$ cat src/rtl/bp_pkg.sv
// Shared definitions for the 1-bit branch predictor and its resolution unit.
// The predictor table and the resolution unit both use BP_IDX_W.
package bp_pkg;

  localparam int BP_IDX_W = 4;

  typedef struct packed {
    logic [BP_IDX_W-1:0] idx;
    logic                pred;
  } bp_entry_t;

endpackage

$ cat src/rtl/bp_fifo.sv
// Small in-order synchronous FIFO for in-flight predictions.
// The synchronous clear has priority over push and pop.
module bp_fifo #(
  parameter int W     = 5,
  parameter int DEPTH = 4
) (
  input  logic         clk,
  input  logic         rst_n,
  input  logic         clear,
  input  logic         push,
  input  logic         pop,
  input  logic [W-1:0] din,
  output logic [W-1:0] dout,
  output logic         full,
  output logic         empty
);

  localparam int PTR_W = $clog2(DEPTH);
  localparam int OCC_W = PTR_W + 1;

  logic [W-1:0]     mem_q [DEPTH];
  logic [PTR_W-1:0] wr_ptr_q, wr_ptr_d;
  logic [PTR_W-1:0] rd_ptr_q, rd_ptr_d;
  logic [OCC_W-1:0] count_q, count_d;
  logic             push_ok, pop_ok;

  assign full  = (count_q == OCC_W'(DEPTH));
  assign empty = (count_q == '0);
  assign dout  = mem_q[rd_ptr_q];

  // A full queue still accepts a push when the head leaves in the same cycle.
  assign pop_ok  = pop && !empty;
  assign push_ok = push && (!full || pop_ok);

  always_comb begin
    wr_ptr_d = wr_ptr_q;
    rd_ptr_d = rd_ptr_q;
    count_d  = count_q;
    if (clear) begin
      wr_ptr_d = '0;
      rd_ptr_d = '0;
      count_d  = '0;
    end else begin
      if (push_ok) wr_ptr_d = wr_ptr_q + PTR_W'(1);
      if (pop_ok)  rd_ptr_d = rd_ptr_q + PTR_W'(1);
      if (push_ok && !pop_ok)      count_d = count_q + OCC_W'(1);
      else if (pop_ok && !push_ok) count_d = count_q - OCC_W'(1);
    end
  end

  always_ff @(posedge clk or negedge rst_n) begin
    if (!rst_n) begin
      wr_ptr_q <= '0;
      rd_ptr_q <= '0;
      count_q  <= '0;
    end else begin
      wr_ptr_q <= wr_ptr_d;
      rd_ptr_q <= rd_ptr_d;
      count_q  <= count_d;
    end
  end

  always_ff @(posedge clk) begin
    if (push_ok && !clear) mem_q[wr_ptr_q] <= din;
  end

endmodule

$ cat src/rtl/bp_resolve.sv
// Branch resolution: matches execute outcomes against queued fetch predictions
// and issues a toggle write plus flush on a mispredict.
module bp_resolve
  import bp_pkg::*;
#(
  parameter int DEPTH = 4,
  parameter int IDX_W = BP_IDX_W,
  parameter int CNT_W = 16
) (
  input  logic             clk,
  input  logic             rst_n,
  input  logic             f_valid,
  input  logic [IDX_W-1:0] f_idx,
  input  logic             f_pred,
  input  logic             x_valid,
  input  logic             x_taken,
  output logic             full,
  output logic             we,
  output logic [IDX_W-1:0] w_addr,
  output logic             mispredict,
  output logic             underflow,
  output logic [CNT_W-1:0] br_count,
  output logic [CNT_W-1:0] mp_count
);

  bp_entry_t  push_entry, head;
  logic       empty, resolve, miss;

  logic             we_q, we_d;
  logic [IDX_W-1:0] w_addr_q, w_addr_d;
  logic             mispredict_q, mispredict_d;
  logic             underflow_q, underflow_d;
  logic [CNT_W-1:0] br_count_q, br_count_d;
  logic [CNT_W-1:0] mp_count_q, mp_count_d;

  assign push_entry.idx  = f_idx;
  assign push_entry.pred = f_pred;

  assign resolve = x_valid && !empty;
  assign miss    = resolve && (x_taken != head.pred);

  // Every younger entry is wrong-path after a mispredict, so the whole queue goes.
  bp_fifo #(
    .W     ($bits(bp_entry_t)),
    .DEPTH (DEPTH)
  ) u_fifo (
    .clk   (clk),
    .rst_n (rst_n),
    .clear (miss),
    .push  (f_valid),
    .pop   (resolve),
    .din   (push_entry),
    .dout  (head),
    .full  (full),
    .empty (empty)
  );

  always_comb begin
    we_d         = miss;
    mispredict_d = miss;
    w_addr_d     = miss ? head.idx : w_addr_q;
    underflow_d  = underflow_q || (x_valid && empty);
    br_count_d   = br_count_q;
    mp_count_d   = mp_count_q;
    if (resolve && !(&br_count_q)) br_count_d = br_count_q + CNT_W'(1);
    if (miss && !(&mp_count_q))    mp_count_d = mp_count_q + CNT_W'(1);
  end

  always_ff @(posedge clk or negedge rst_n) begin
    if (!rst_n) begin
      we_q         <= 1'b0;
      w_addr_q     <= '0;
      mispredict_q <= 1'b0;
      underflow_q  <= 1'b0;
      br_count_q   <= '0;
      mp_count_q   <= '0;
    end else begin
      we_q         <= we_d;
      w_addr_q     <= w_addr_d;
      mispredict_q <= mispredict_d;
      underflow_q  <= underflow_d;
      br_count_q   <= br_count_d;
      mp_count_q   <= mp_count_d;
    end
  end

  assign we         = we_q;
  assign w_addr     = w_addr_q;
  assign mispredict = mispredict_q;
  assign underflow  = underflow_q;
  assign br_count   = br_count_q;
  assign mp_count   = mp_count_q;

endmodule

$ cat config.mk
export PLATFORM = sky130hd
export DESIGN_NAME = bp_resolve
export DESIGN_NICKNAME = d
export VERILOG_FILES = /design/src/rtl/bp_pkg.sv /design/src/rtl/bp_fifo.sv /design/src/rtl/bp_resolve.sv
export SDC_FILE = /design/constraint.sdc
export NUM_CORES = 1
export LEC_CHECK = 0
export ABC_AREA = 1
export CORE_MARGIN = 2
export CORE_UTILIZATION = 40
export DETAILED_ROUTE_END_ITERATION = 8
export GPL_ROUTABILITY_DRIVEN = 0
export GPL_TIMING_DRIVEN = 0
export REMOVE_ABC_BUFFERS = 1
export SLEW_MARGIN = 20
export SYNTH_ARGS = -nofsm -noshare
export SYNTH_HDL_FRONTEND = slang
export SYNTH_HIERARCHICAL = 1
export SYNTH_SLANG_ARGS = --single-unit
export TNS_END_PERCENT = 100
$ cat constraint.sdc
create_clock -name clk -period 4 [get_ports clk]
set_input_delay 0.8 -clock clk [delete_from_list [all_inputs] [get_ports clk]]
set_output_delay 0.8 -clock clk [all_outputs]
set_load 0.01 [all_outputs]
# Yosys cells after proc, flatten, opt, wreduce, memory -nomap -nowiden
# Memory sizes are Yosys's and may differ from the RTL's.
# Index checks and enable logic that the tools add are counted.
[totals]
reg_bits = 45
ramBits = 20
in_bits = 10
word_cells = 51
n_memories = 1
[mem_list]
columns = ["name", "words", "word_bits", "rd", "rd_ports_with_merged_regs", "write_ports", "line_no", "source"]
rows = [
  ["u_fifo.mem_q", 4, 5, 1, 0, 1, "bp_fifo.sv:21", "logic [W-1:0] mem_q [DEPTH];"],
]
[classes]
n_addsub = 6
n_eq_ne = 2
n_mux = 9
n_reduce_logical = 25
[ops]
columns = ["cell", "n"]
rows = [
  ["$add 16x1->16 const B", 2],
  ["$reduce_and 16->1", 2],
  ["$logic_and 1x1->1", 10],
  ["$mux 3", 3],
  ["$mux 2", 4],
  ["$logic_not 1->1", 7],
  ["$add 2x1->2 const B", 2],
  ["$reduce_bool 2->1", 2],
  ["$add 3x1->3 const B", 1],
  ["$eq 3x3->1 const B", 1],
  ["$logic_not 3->1", 1],
  ["$reduce_bool 3->1", 1],
  ["$sub 3x1->3 const B", 1],
  ["$logic_or 1x1->1", 2],
  ["$mux 1", 2],
  ["$ne 1x1->1", 1],
]

# Logic depth before layout (Yosys ltp)
[logic_depth]
word_depth = 11
ltp_mapped = 18

# Modules after synthesis
# Netlist, hierarchy kept.
[by_module_without_submodules]
columns = ["module", "n_inst", "cells_each", "area_per_inst_um2"]
rows = [
  ["bp_resolve", 1, 328, 2342.2],
  ["bp_fifo", 1, 119, 1282.5],
]

# Worst setup path before layout
# Ideal clock, no wire load.
[synth_timing]
kind = "in2reg"
start = "in x_valid"
end = "reg u_fifo.count_q[2]"
setup_time_ns = 0.117
arrival_time_ns = 2.036
required_time_ns = 3.883
setup_slack_ns = 1.847
stages = 14
n_path_buf = 0
cell_sequence = "nand2_2 inv_1 nand2_4 nand3_4 inv_1 fa_1 inv_1 nand2_1 nand2_1 inv_1 nand2_1 nand2_1 nand2_1 nand2_1"
[synth_between]
elab_chain_len = 7
[synth_rtl]
columns = ["item", "line_no", "source"]
rows = [
  ["from (decl)", "bp_resolve.sv:15", "input logic x_valid,"],
  ["$logic_and 1x1->1 *", "bp_resolve.sv:39", "assign resolve = x_valid && !empty;"],
  ["via resolve", "bp_resolve.sv:27", "logic empty, resolve, miss;"],
  ["$logic_and 1x1->1", "bp_fifo.sv:32", "assign pop_ok = pop && !empty;"],
  ["$logic_or 1x1->1", "bp_fifo.sv:33", "assign push_ok = push && (!full || pop_ok);"],
  ["$logic_and 1x1->1", "bp_fifo.sv:33", ""],
  ["$logic_and 1x1->1 / $logic_not 1->1 (equally long branches)", "bp_fifo.sv:46, bp_fifo.sv:47", ""],
  ["$mux 3 / $logic_and 1x1->1 (equally long branches)", "bp_fifo.sv:46, bp_fifo.sv:47", ""],
  ["$mux 3 / $reduce_bool 3->1 (equally long branches)", "--", ""],
  ["to (signal assigned)", "bp_fifo.sv:59", "count_q <= count_d;"],
  ["to (decl)", "bp_fifo.sv:24", "logic [OCC_W-1:0] count_q, count_d;"],
]
# Mark *: on every way through the listed nets, which the timed path passes. The rest lies on a longest branch.
# A chain may end at the register's enable or synchronous reset.

==> metrics.txt <==
# TYPE chip_impl_metric gauge
chip_impl_metric{name="grt_start_max_net_pins",unit=""} 46
chip_impl_metric{name="dieArea",unit="sq mm"} 0.00984
chip_impl_metric{name="dp.final_hpwl",unit="um"} 5670
chip_impl_metric{name="seq_area_frac_synth",unit="%"} 47.6
chip_impl_metric{name="fmax",unit="GHz"} 0.349
chip_impl_info{name="crit_type",value="flop to flop"} 1
chip_impl_metric{name="postSynthCellCount",unit=""} 447
chip_impl_metric{name="grt_usage",unit="%"} 17.6
chip_impl_metric{name="finish.net_count",unit=""} 518
chip_impl_metric{name="crit_path_max_fanout",unit=""} 12
chip_impl_info{name="worstHoldPathType",value="input pin to asynchronous set/reset pin"} 1
chip_impl_info{name="synthDominantAreaCellType",value="dfrtp_1"} 1
chip_impl_metric{name="chipHeight",unit="um"} 99.2
chip_impl_metric{name="synth_largest_type_area_fraction",unit="%"} 31.1
chip_impl_metric{name="synth-warning-count",unit=""} 6
chip_impl_metric{name="r2r_slack",unit="ps"} 1130
chip_impl_metric{name="timing.max_cap.violations",unit=""} 0
chip_impl_metric{name="clock_insertion_delay_at_the_later_pin_of_the_skew_report",unit="ps"} 350
chip_impl_metric{name="timing.critical_path.arrival",unit="ps"} 2850
chip_impl_metric{name="cts_resized",unit=""} 0
chip_impl_metric{name="worst_ep_required_time",unit="ps"} 3980
chip_impl_metric{name="wire_length_of_the_first_global_routing_pass",unit="um"} 14000
chip_impl_metric{name="cts_setup_buffers",unit=""} 0
chip_impl_metric{name="post_synthesis_instance_area",unit="sq mm"} 0.00362
chip_impl_info{name="r2r_end",value="u_fifo/mem_q[3][0]$_DFFE_PP_"} 1
chip_impl_metric{name="io_buffers",unit=""} 49
chip_impl_metric{name="core_footprint",unit="sq mm"} 0.00876
chip_impl_metric{name="layout-area-overhead-vs-synth",unit="%"} 21.7
chip_impl_metric{name="finalHoldViolCount",unit=""} 0
chip_impl_metric{name="cts_made_buffers",unit=""} 9
chip_impl_metric{name="timing.max_slew.rel_slack",unit="%"} 49.7
chip_impl_metric{name="number_of_primary_i_o_pins",unit=""} 50
chip_impl_metric{name="syn_area_per_cell",unit="sq um"} 8.11
chip_impl_metric{name="synth_cell_types",unit=""} 32
chip_impl_metric{name="n_antenna_cell",unit=""} 0
chip_impl_info{name="r2r-start",value="u_fifo/rd_ptr_q[0]$_DFFE_PN0P_"} 1
chip_impl_metric{name="drive_above_1_share",unit="%"} 13.6
chip_impl_metric{name="rows",unit=""} 34
chip_impl_metric{name="nFillCells",unit=""} 849
chip_impl_info{name="yosys-top-cells-area",value="dfrtp_1 (31%), edfxtp_1 (17%), nand2_1 (15%), inv_1 (5.5%), nor2_1 (4.7%)"} 1
chip_impl_metric{name="drt.antenna.violating_nets",unit=""} 0
chip_impl_info{name="rsz0062_at_grt",value="no"} 1
chip_impl_metric{name="first_global_vias",unit=""} 2953
chip_impl_metric{name="drt_drc_violations_left",unit=""} 0
chip_impl_metric{name="tritoncts_num_sinks",unit=""} 65
chip_impl_metric{name="start_util",unit="%"} 41.4
chip_impl_metric{name="drt-total-wl",unit="um"} 7960
chip_impl_metric{name="ctsHtreeMaxLevel",unit=""} 3
chip_impl_metric{name="ff_latch_area",unit="sq mm"} 0.00173
chip_impl_metric{name="total_cell_area_at_the_placement_stage",unit="sq mm"} 0.00420
chip_impl_metric{name="drt_pass1_iterations",unit=""} 4
chip_impl_metric{name="power.leakage",unit="nW"} 1.93
chip_impl_metric{name="detail_route.iter0.violations",unit=""} 130
chip_impl_metric{name="post-route-cell-area",unit="sq mm"} 0.00441
chip_impl_info{name="cts_tree",value="built"} 1
chip_impl_metric{name="final_max_slew_viol_count",unit=""} 0
chip_impl_metric{name="clk_buf_depth",unit=""} 2
chip_impl_metric{name="worst_ir_drop_vdd",unit="mV"} 0.292
chip_impl_metric{name="totalNegativeSetupSlack",unit="ps"} 0
chip_impl_metric{name="period_minus_slack",unit="ps"} 2870
chip_impl_metric{name="synth_seq_cells",unit=""} 65
chip_impl_metric{name="holdBufCountCts",unit=""} 0
chip_impl_metric{name="detailroute.via_count",unit=""} 2992
chip_impl_metric{name="finalClockSkew",unit="ps"} 12.6
chip_impl_info{name="status",value="finished, final reports clean"} 1
chip_impl_metric{name="cts.reportedPaths.clkPinSlew",unit="ps"} 90
chip_impl_metric{name="tightest_slew",unit="ps"} 753
chip_impl_metric{name="power.density_cell_area",unit="mW/mm^2"} 591
chip_impl_metric{name="via_per_inst",unit=""} 4.87
chip_impl_metric{name="timing.final.crit_share",unit="%"} 71.6
chip_impl_metric{name="floorplan.die.width",unit="um"} 99.2
chip_impl_metric{name="place.detailed.instances",unit=""} 598
chip_impl_metric{name="fin_cells",unit=""} 614
chip_impl_metric{name="wl_per_cell",unit="um"} 13.0
chip_impl_metric{name="setup_viol_count_final",unit=""} 0
chip_impl_metric{name="grt_overflow_total",unit=""} 0
chip_impl_metric{name="r2r.worst_path.cells",unit=""} 10
chip_impl_info{name="end_kind",value="flop"} 1
chip_impl_metric{name="area_used_by_multi_input_combinational_logic",unit="sq mm"} 0.00164
chip_impl_info{name="clockRootBuffer",value="clkbuf_8"} 1
chip_impl_info{name="startpoint_type",value="flop"} 1
chip_impl_metric{name="grt_antenna_before_repair",unit=""} 0
-- logic make-up (layout without fill, tap and decap cells) --
family	after synthesis	in the layout	share of synthesized area [%]
fa+ha+maj	7	7	2.62
compound gates	36	36	6.77
xor+xnor	10	10	2.42
flops	65	65	47.6
simple gates	266	266	33.3
buf+inv	63	122	7.25
-- cells in the mapped netlist --
library cell  number
inv_2              4
o22ai_1            5
xor2_1             7
o21ai_0           12
nand2_2           16
ha_1               6
nand2_1          147
a21oi_4            1
xnor2_1            3
nand3_1           23
fa_1               1
nand3b_2           1
a21o_1             1
nand3_2            4
edfxtp_1          20
nand2_4            2
a21oi_1            1
dfrtp_1           45
buf_4              1
nand4_1           12
o21ai_1            4
o2bb2ai_1          1
buf_6              3
nand3b_1           2
nor3_1             1
o21ai_2           11
nor2_2            10
nor2_4             2
inv_1             53
nand3_4            1
nor2_1            45
clkbuf_1           2
-- final cells by class --
type / instances / share of cell area (%)
repair buffers: 49 / 11.1
clock inverters: 7 / 1.90
inverters: 57 / 4.85
well taps: 108 / 3.06
multi-input cells: 319 / 37.2
clock buffers: 9 / 2.81
flip-flops and latches: 65 / 39.1
-- worst max-delay path: stages, from the launching register on --
cell and delay [ps]:
dfrtp_1 570, inv_1 270, o21ai_0 210, o22ai_1 120
nor2_1 140, nor2_2 60, nand2_2 190, inv_1 240
inv_1 210, nand2_2 100, nor2_1 410
-- routing by layer --
metal / track usage (%) / share of wire, % / up-vias
met1: 22.8 / 47 / 1412
met2: 29.4 / 49 / 44
met3: 4.01 / 3.5 / 2
met4: 5.90 / 0.53 / 0
li1: - / - / 1534
met5: 0 / 0 / -
-- worst max-delay path by stage --
stage	start	to	slack, ps
6_report	u_fifo/rd_ptr_q[0]$_DFFE_PN0P_	u_fifo/mem_q[3][0]$_DFFE_PP_	1130
5_1_grt	u_fifo/rd_ptr_q[0]$_DFFE_PN0P_	u_fifo/mem_q[3][0]$_DFFE_PP_	800
4_1_cts	u_fifo/rd_ptr_q[0]$_DFFE_PN0P_	mp_count[6]$_DFFE_PN0P_	980
3_5_place_dp	x_valid	mp_count[6]$_DFFE_PN0P_	820
3_3_place_gp	rst_n	br_count[11]$_DFFE_PN0P_	650
2_1_floorplan	u_fifo/rd_ptr_q[0]$_DFFE_PN0P_	mp_count[15]$_DFFE_PN0P_	1720
-- sequential cells by signal, indices dropped and copies added (netlist names) --
name,flops
underflow,1
u_fifo/count_q,3
w_addr,4
br_count,16
mispredict,1
u_fifo/mem_q,20
u_fifo/rd_ptr_q,2
mp_count,16
u_fifo/wr_ptr_q,2
-- stage by stage --
step	setup WS [ps]	util [%]	hold WS [ps]	total power, mW
after floorplan	1720	-	493	1.63
after global placement	652	47.9	440	1.99
after detailed placement	817	47.9	446	2.03
after CTS	984	50.3	465	2.64
after global routing	796	50.3	493	2.81
final	1130	50.3	447	2.61
-- cell usage in the layout, fill, tap and decap left out, types with 2 or more instances in the layout --
cell and count:
clkbuf_8 9, clkdlybuf4s50_1 48, dfrtp_1 45, edfxtp_1 20, ha_1 6, inv_1 53
inv_2 4, inv_6 3, nand2_1 147, nand2_2 16, nand2_4 2, nand3_1 23
nand3_2 4, nand3b_1 2, nand4_1 12, nor2_1 45, nor2_2 9, nor2_4 3
o21ai_0 12, o21ai_1 4, o21ai_2 11, o22ai_1 5, xnor2_1 3, xor2_1 7
-- report_power, final --
part | internal, mW | leakage [nW] | switching, mW
Clock | 0.300 | 0.103 | 0.305
Combinational | 0.406 | 1.06 | 0.571
Sequential | 0.847 | 0.770 | 0.176
Total | 1.55 | 1.93 | 1.05
(Power assumes the default switching activity.)
